--- config.mk ---
export PLATFORM = sky130hd
export DESIGN_NAME = hdmi_video_tx
export DESIGN_NICKNAME = d
export VERILOG_FILES = /design/src/rtl/hdmi_video_tx.sv
export SDC_FILE = /design/constraint.sdc
export NUM_CORES = 1
export LEC_CHECK = 0
export ABC_CLOCK_PERIOD_IN_PS = 3400
export BUFFER_PORTS_ARGS = -buffer_cell sky130_fd_sc_hd__buf_2
export CAP_MARGIN = 20
export CORE_ASPECT_RATIO = 1.4
export CORE_UTILIZATION = 35
export CTS_CLUSTER_DIAMETER = 40
export CTS_CLUSTER_SIZE = 25
export DETAILED_ROUTE_END_ITERATION = 16
export GPL_TIMING_DRIVEN = 0
export PLACE_DENSITY = 0.5
export SKIP_CTS_REPAIR_TIMING = 1
export SYNTH_ARGS = -nofsm -noshare
export SYNTH_HDL_FRONTEND = slang
export SYNTH_SLANG_ARGS = --single-unit
export TNS_END_PERCENT = 1
--- constraint.sdc ---
create_clock -name clk -period 3.4 [get_ports clk]
set_input_delay 0.17 -clock clk [delete_from_list [all_inputs] [get_ports clk]]
set_output_delay 0.17 -clock clk [all_outputs]
set_load 0.01 [all_outputs]
--- src/rtl/hdmi_video_tx.sv ---
// HDMI video transmitter: parametrised raster timing generator, live pixel FIFO
// aligned to the raster by a start-of-frame marker, and colour-bar / solid-fill patterns.
module hdmi_video_tx #(
  parameter int DW         = 8,
  parameter int H_ACTIVE   = 640,
  parameter int H_FP       = 16,
  parameter int H_SYNC     = 96,
  parameter int H_BP       = 48,
  parameter int V_ACTIVE   = 480,
  parameter int V_FP       = 10,
  parameter int V_SYNC     = 2,
  parameter int V_BP       = 33,
  parameter bit HS_POL     = 1'b0,
  parameter bit VS_POL     = 1'b0,
  parameter int FIFO_DEPTH = 16
) (
  input  logic            clk,
  input  logic            rst,
  input  logic            enable,
  input  logic [1:0]      mode,
  input  logic [3*DW-1:0] fill_color,
  input  logic [3*DW-1:0] in_data,
  input  logic            in_sof,
  input  logic            in_valid,
  output logic            in_ready,
  output logic [3*DW-1:0] out_data,
  output logic            out_de,
  output logic            out_hsync,
  output logic            out_vsync,
  output logic            frame_start,
  output logic            underflow
);

  localparam int H_TOTAL = H_ACTIVE + H_FP + H_SYNC + H_BP;
  localparam int V_TOTAL = V_ACTIVE + V_FP + V_SYNC + V_BP;
  localparam int HW      = $clog2(H_TOTAL + 1);
  localparam int VW      = $clog2(V_TOTAL + 1);
  localparam int AW      = $clog2(FIFO_DEPTH);
  localparam int PW      = 3 * DW;
  localparam int BAR_W   = (H_ACTIVE >= 8) ? H_ACTIVE / 8 : 1;
  localparam logic [AW:0] DEPTH_C = FIFO_DEPTH[AW:0];

  typedef enum logic [1:0] {
    MODE_LIVE = 2'd0,
    MODE_BARS = 2'd1,
    MODE_FILL = 2'd2
  } mode_t;

  typedef enum logic {
    ST_ALIGN = 1'b0,
    ST_RUN   = 1'b1
  } state_t;

  // Raster counters
  logic [HW-1:0] h;
  logic [VW-1:0] v;

  // NOTE: sequential state is assigned with <= so every register in the design
  // updates from the values seen before the clock edge, independent of block order.
  always_ff @(posedge clk) begin
    if (rst || !enable) begin
      h <= '0;
      v <= '0;
    end else if (h == HW'(H_TOTAL - 1)) begin
      h <= '0;
      v <= (v == VW'(V_TOTAL - 1)) ? '0 : v + 1'b1;
    end else begin
      h <= h + 1'b1;
    end
  end

  logic at_origin, de_c, hs_c, vs_c;

  assign at_origin = enable && (h == '0) && (v == '0);
  assign de_c      = enable && (h < HW'(H_ACTIVE)) && (v < VW'(V_ACTIVE));
  assign hs_c      = enable && (h >= HW'(H_ACTIVE + H_FP))
                            && (h <  HW'(H_ACTIVE + H_FP + H_SYNC));
  assign vs_c      = enable && (v >= VW'(V_ACTIVE + V_FP))
                            && (v <  VW'(V_ACTIVE + V_FP + V_SYNC));

  // Frame-wide mode: the origin pixel already uses the freshly sampled values
  mode_t         mode_in, eff_mode, frame_mode;
  logic [PW-1:0] eff_fill, frame_fill;

  assign mode_in  = (mode == 2'd3) ? MODE_FILL : mode_t'(mode);
  assign eff_mode = at_origin ? mode_in : frame_mode;
  assign eff_fill = at_origin ? fill_color : frame_fill;

  always_ff @(posedge clk) begin
    if (rst) begin
      frame_mode <= MODE_LIVE;
      frame_fill <= '0;
    end else if (at_origin) begin
      frame_mode <= mode_in;
      frame_fill <= fill_color;
    end
  end

  // Pixel FIFO, first-word-fall-through, entries are {sof, data}
  logic [PW:0]   mem [FIFO_DEPTH];
  logic [AW-1:0] wr_ptr, rd_ptr;
  logic [AW:0]   count;
  logic          rst_done, flush, full, empty, push, pop;
  logic          head_sof;
  logic [PW-1:0] head_data;

  assign flush    = (frame_mode != MODE_LIVE);
  assign full     = (count == DEPTH_C);
  assign empty    = (count == '0);
  assign in_ready = rst_done && (flush || !full);
  assign push     = in_valid && in_ready && !flush;
  assign {head_sof, head_data} = mem[rd_ptr];

  always_ff @(posedge clk) begin
    if (rst) rst_done <= 1'b0;
    else     rst_done <= 1'b1;
  end

  always_ff @(posedge clk) begin
    if (rst || flush) begin
      wr_ptr <= '0;
      rd_ptr <= '0;
      count  <= '0;
    end else begin
      if (push) wr_ptr <= wr_ptr + 1'b1;
      if (pop)  rd_ptr <= rd_ptr + 1'b1;
      case ({push, pop})
        2'b10:   count <= count + 1'b1;
        2'b01:   count <= count - 1'b1;
        default: count <= count;
      endcase
    end
  end

  // NOTE: the storage array has no reset; pointers and count alone decide
  // which entries are valid, so clearing them is enough.
  always_ff @(posedge clk) begin
    if (push) mem[wr_ptr] <= {in_sof, in_data};
  end

  // Live-mode alignment FSM
  state_t        state, state_n;
  logic          live_c, uf_c;
  logic [PW-1:0] live_pix;

  assign live_c = enable && (eff_mode == MODE_LIVE);

  always_ff @(posedge clk) begin
    if (rst) state <= ST_ALIGN;
    else     state <= state_n;
  end

  // NOTE: every always_comb output gets a default first, so no branch can
  // leave a value unassigned and infer a latch.
  always_comb begin
    state_n = state;
    if (!live_c) begin
      state_n = ST_ALIGN;
    end else begin
      case (state)
        ST_ALIGN: if (!empty && head_sof && at_origin) state_n = ST_RUN;
        ST_RUN:   if (de_c && (empty || (head_sof && !at_origin))) state_n = ST_ALIGN;
        default:  state_n = ST_ALIGN;
      endcase
    end
  end

  always_comb begin
    pop      = 1'b0;
    uf_c     = 1'b0;
    live_pix = '0;
    if (live_c) begin
      case (state)
        ST_ALIGN: begin
          if (!empty && !head_sof) begin
            pop = 1'b1;
          end else if (!empty && head_sof && at_origin) begin
            pop      = 1'b1;
            live_pix = head_data;
          end
        end
        ST_RUN: begin
          if (de_c) begin
            if (empty || (head_sof && !at_origin)) begin
              uf_c = 1'b1;
            end else begin
              pop      = 1'b1;
              live_pix = head_data;
            end
          end
        end
        default: ;
      endcase
    end
  end

  // Colour bars: white, yellow, cyan, green, magenta, red, blue, black
  logic [2:0]    bar_idx;
  logic [PW-1:0] bar_rgb, pix;

  always_comb begin
    int idx;
    idx = int'(h) / BAR_W;
    if (idx > 7) idx = 7;
    bar_idx = 3'(idx);
  end

  assign bar_rgb = {{DW{~bar_idx[1]}}, {DW{~bar_idx[2]}}, {DW{~bar_idx[0]}}};

  always_comb begin
    case (eff_mode)
      MODE_LIVE: pix = live_pix;
      MODE_BARS: pix = bar_rgb;
      default:   pix = eff_fill;
    endcase
  end

  // Registered outputs
  always_ff @(posedge clk) begin
    if (rst) begin
      out_data    <= '0;
      out_de      <= 1'b0;
      out_hsync   <= ~HS_POL;
      out_vsync   <= ~VS_POL;
      frame_start <= 1'b0;
      underflow   <= 1'b0;
    end else begin
      out_data    <= de_c ? pix : '0;
      out_de      <= de_c;
      out_hsync   <= hs_c ? HS_POL : ~HS_POL;
      out_vsync   <= vs_c ? VS_POL : ~VS_POL;
      frame_start <= at_origin;
      underflow   <= uf_c;
    end
  end

endmodule

==> results.ini <==
[clocking]
ctsLongestPathBuffers = 3
tritoncts = done
root_buffer = clkbuf_16
cts_buffers = 47
clock-sinks = 494
htree_levels = 2
cts.clk_slew.worst_paths_ps = 70
clk_latency_ps = 570

[worst_setup_path]
r2r_end = out_data[22]
cp_slowest_stage_delay_ps = 770
r2r_cells = 7
reg2reg_slack_ps = 70
critPathRequiredTime_ps = 3840
cp-endpoint = out_data[22]
path_class = reg2reg
critPathArrivalTime_ps = 3770
worstPathCellList = buf_2 -> buf_1 -> buf_1 -> mux4_2 -> mux4_2 -> nand2b_1 -> a21oi_1
critPathMaxFanout = 10
slowest_stage = buf_1
endpoint_kind = flip-flop
start_kind = flip-flop

[cells_and_area]
areaGrowthSynthToFinish_pct = 20.6
drive_gt1_share_pct = 25.1
nNetsFinal = 1474
fin_area_sq_um = 23700

[die]
core_sq_um = 55400
std_cell_rows = 102
dieHeight_microns = 282
ioPinCount = 85
start_util_pct = 35.5
dieArea_sq_um = 57100
die_x_microns = 202

[synth]
ys_seq_area_share_pct = 70.7
synthesis.area_sq_um = 19600
ys.flop_type = edfxtp_1
synth_area_leaders = edfxtp_1, mux4_2, dfxtp_1
synth.most_common_cell = edfxtp_1
synth_top_area_share_pct = 61.1
netlist_top_cells_count = edfxtp_1, mux4_2, dfxtp_1, nand2_1, nor2_1
synthCells = 1187
ys_warn_count = 0
synth.distinct_cells = 63
syn_avg_cell_area_sq_um = 16.6
async_reset_ff_share_pct = 0
synth-edff-count = 400
synth-seq-cells = 494
yosysTopAreaCell = edfxtp_1
syn_nets = 1257

[timing]
fmax_ghz = 0.300
tns_ps = 0
hold_viol = 0
fin_crit_sh_pct = 98.0
slew_violations = 0
skew_ps = 26.1
grt_setup_unrepaired = yes
finalCriticalPeriod_ps = 3330
max_slew_margin_pct = 35.8
finalSetupViolCount = 0
worstMarginPinSlew_ps = 963

[detailed_routing]
routed_wl_mm = 50.8
firstDrtPassIters = 5
routed-via-count = 11101
drc = 0
ant_nets = 0
dr.first_iter.drc_count = 793
vias_per_cell = 5.12
wl_per_cell_microns = 23.4

[global_route]
overflow = 0
grt_pass1_vias = 11367
antenna_found_initial = 2
grt_pass1_wl_mm = 75.0
grt_start_max_net_pins = 21
grtUsageTotal_pct = 18.0

[power_and_ir_drop]
p_leak_nw = 7.65
power.density_nw_per_um2 = 520
ir_worst_vdd_mv = 0.292

[place]
placed_cell_area_sq_um = 21600
placement.io_buffers = 84
place_hpwl_mm = 34.4
place.gp.congestion = 0.827

[min_path]
hold_class = in2reg

[status]
outcome = completed

[run]
maxCapViolCount = 0

stage by stage:
step           utilization [%]  instances  hold slack [ps]  setup WS [ps]  power, mW
2_1_floorplan                -       1187              259           46.9       7.04
3_3_place_gp              37.9       1999              426          -2860       7.29
3_5_place_dp              38.9       2027              433           -657       7.31
4_1_cts                   41.6       2112             -175           -693       12.4
5_1_grt                   42.8       2169            0.184           -144       12.7
6_report                  42.8       2169            0.293           66.5       12.3
area by class of cell:
type / instances / area (sq um)
fillers: 4975 / 31700
flip-flops and latches: 494 / 13900
clock buffers: 60 / 1310
plain buffers: 63 / 302
multi-input cells: 610 / 5570
well taps: 728 / 911
repair buffers: 168 / 1430
diodes: 1 / 2.50
inverters: 20 / 75.1
clock inverters: 25 / 195
cells by family (layout without fill, tap and decap cells):
| family | Yosys count | in the layout | share of synthesized area, % |
|---|---|---|---|
| mux | 138 | 138 | 13.3 |
| compound gates | 154 | 154 | 4.97 |
| flops | 494 | 494 | 70.7 |
| buf+inv | 83 | 336 | 1.82 |
| simple gates | 279 | 279 | 7.09 |
| fa+ha+maj | 16 | 16 | 1.04 |
| other cells | 0 | 1 | 0 |
| xor+xnor | 23 | 23 | 1.03 |
critical path: cells and delay by family, from the launching register on:
| family | cells | cell delay, ps |
|---|---|---|
| AND/OR/NAND/NOR | 1 | 150 |
| multiplexers | 2 | 980 |
| flip-flops | 1 | 330 |
| buffers and inverters | 3 | 1650 |
| AO/OA/AOI/OAI | 1 | 90 |
registers in the layout, indices dropped and copies added, names as in the netlist, named ones only:
name and count:
mem 400, frame_fill 24, out_data 24, h 10, v 10, count 5
rd_ptr 4, wr_ptr 4, frame_mode 2, frame_start 1, out_de 1, out_hsync 1
out_vsync 1, rst_done 1, state 1, underflow 1
routing by layer:
layer  track usage, %  wire, microns
met5                0              8
met4             5.55           1350
met3             2.82           1780
met2             32.7          26800
met1             21.8          20900
power by group:
| group | total [mW] | internal [mW] | switching (mW) |
|---|---|---|---|
| clock network | 5.10 | 2.77 | 2.33 |
| registers | 6.62 | 6.59 | 0.0243 |
| logic | 0.611 | 0.241 | 0.370 |
| total | 12.3 | 9.61 | 2.72 |
worst min-delay path by stage:
stage / start / to / cells after the start
after floorplan: rst / rst_done / 1
after global placement: rst / rst_done / 2
after detailed placement: rst / rst_done / 2
after CTS: rst / rst_done / 2
after global routing: in_data[6] / mem[7][6] / 1
final: in_data[0] / mem[4][0] / 1
placed cells by master, fill, tap and decap left out, types with 7 or more instances in the layout:
cell type | Yosys | final
nand3_1 | 22 | 22
dlygate4sd3_1 | 0 | 47
xnor2_1 | 11 | 11
inv_1 | 19 | 19
buf_4 | 4 | 13
xor2_1 | 12 | 12
a221oi_1 | 19 | 17
o21ai_0 | 30 | 30
buf_1 | 9 | 9
nand2_1 | 92 | 90
buf_6 | 1 | 14
buf_12 | 0 | 7
mux2i_1 | 39 | 39
nor2b_1 | 9 | 8
nand3b_1 | 17 | 17
clkinvlp_4 | 0 | 7
clkbuf_16 | 0 | 50
nor2_4 | 1 | 13
a21oi_1 | 63 | 62
a22oi_1 | 10 | 9
edfxtp_1 | 400 | 400
dfxtp_1 | 94 | 92
nor2_1 | 68 | 55
mux4_2 | 99 | 99
buf_2 | 19 | 102
clkbuf_1 | 30 | 37
ha_1 | 14 | 13
nand2b_1 | 32 | 32
(Power assumes the default switching activity.)
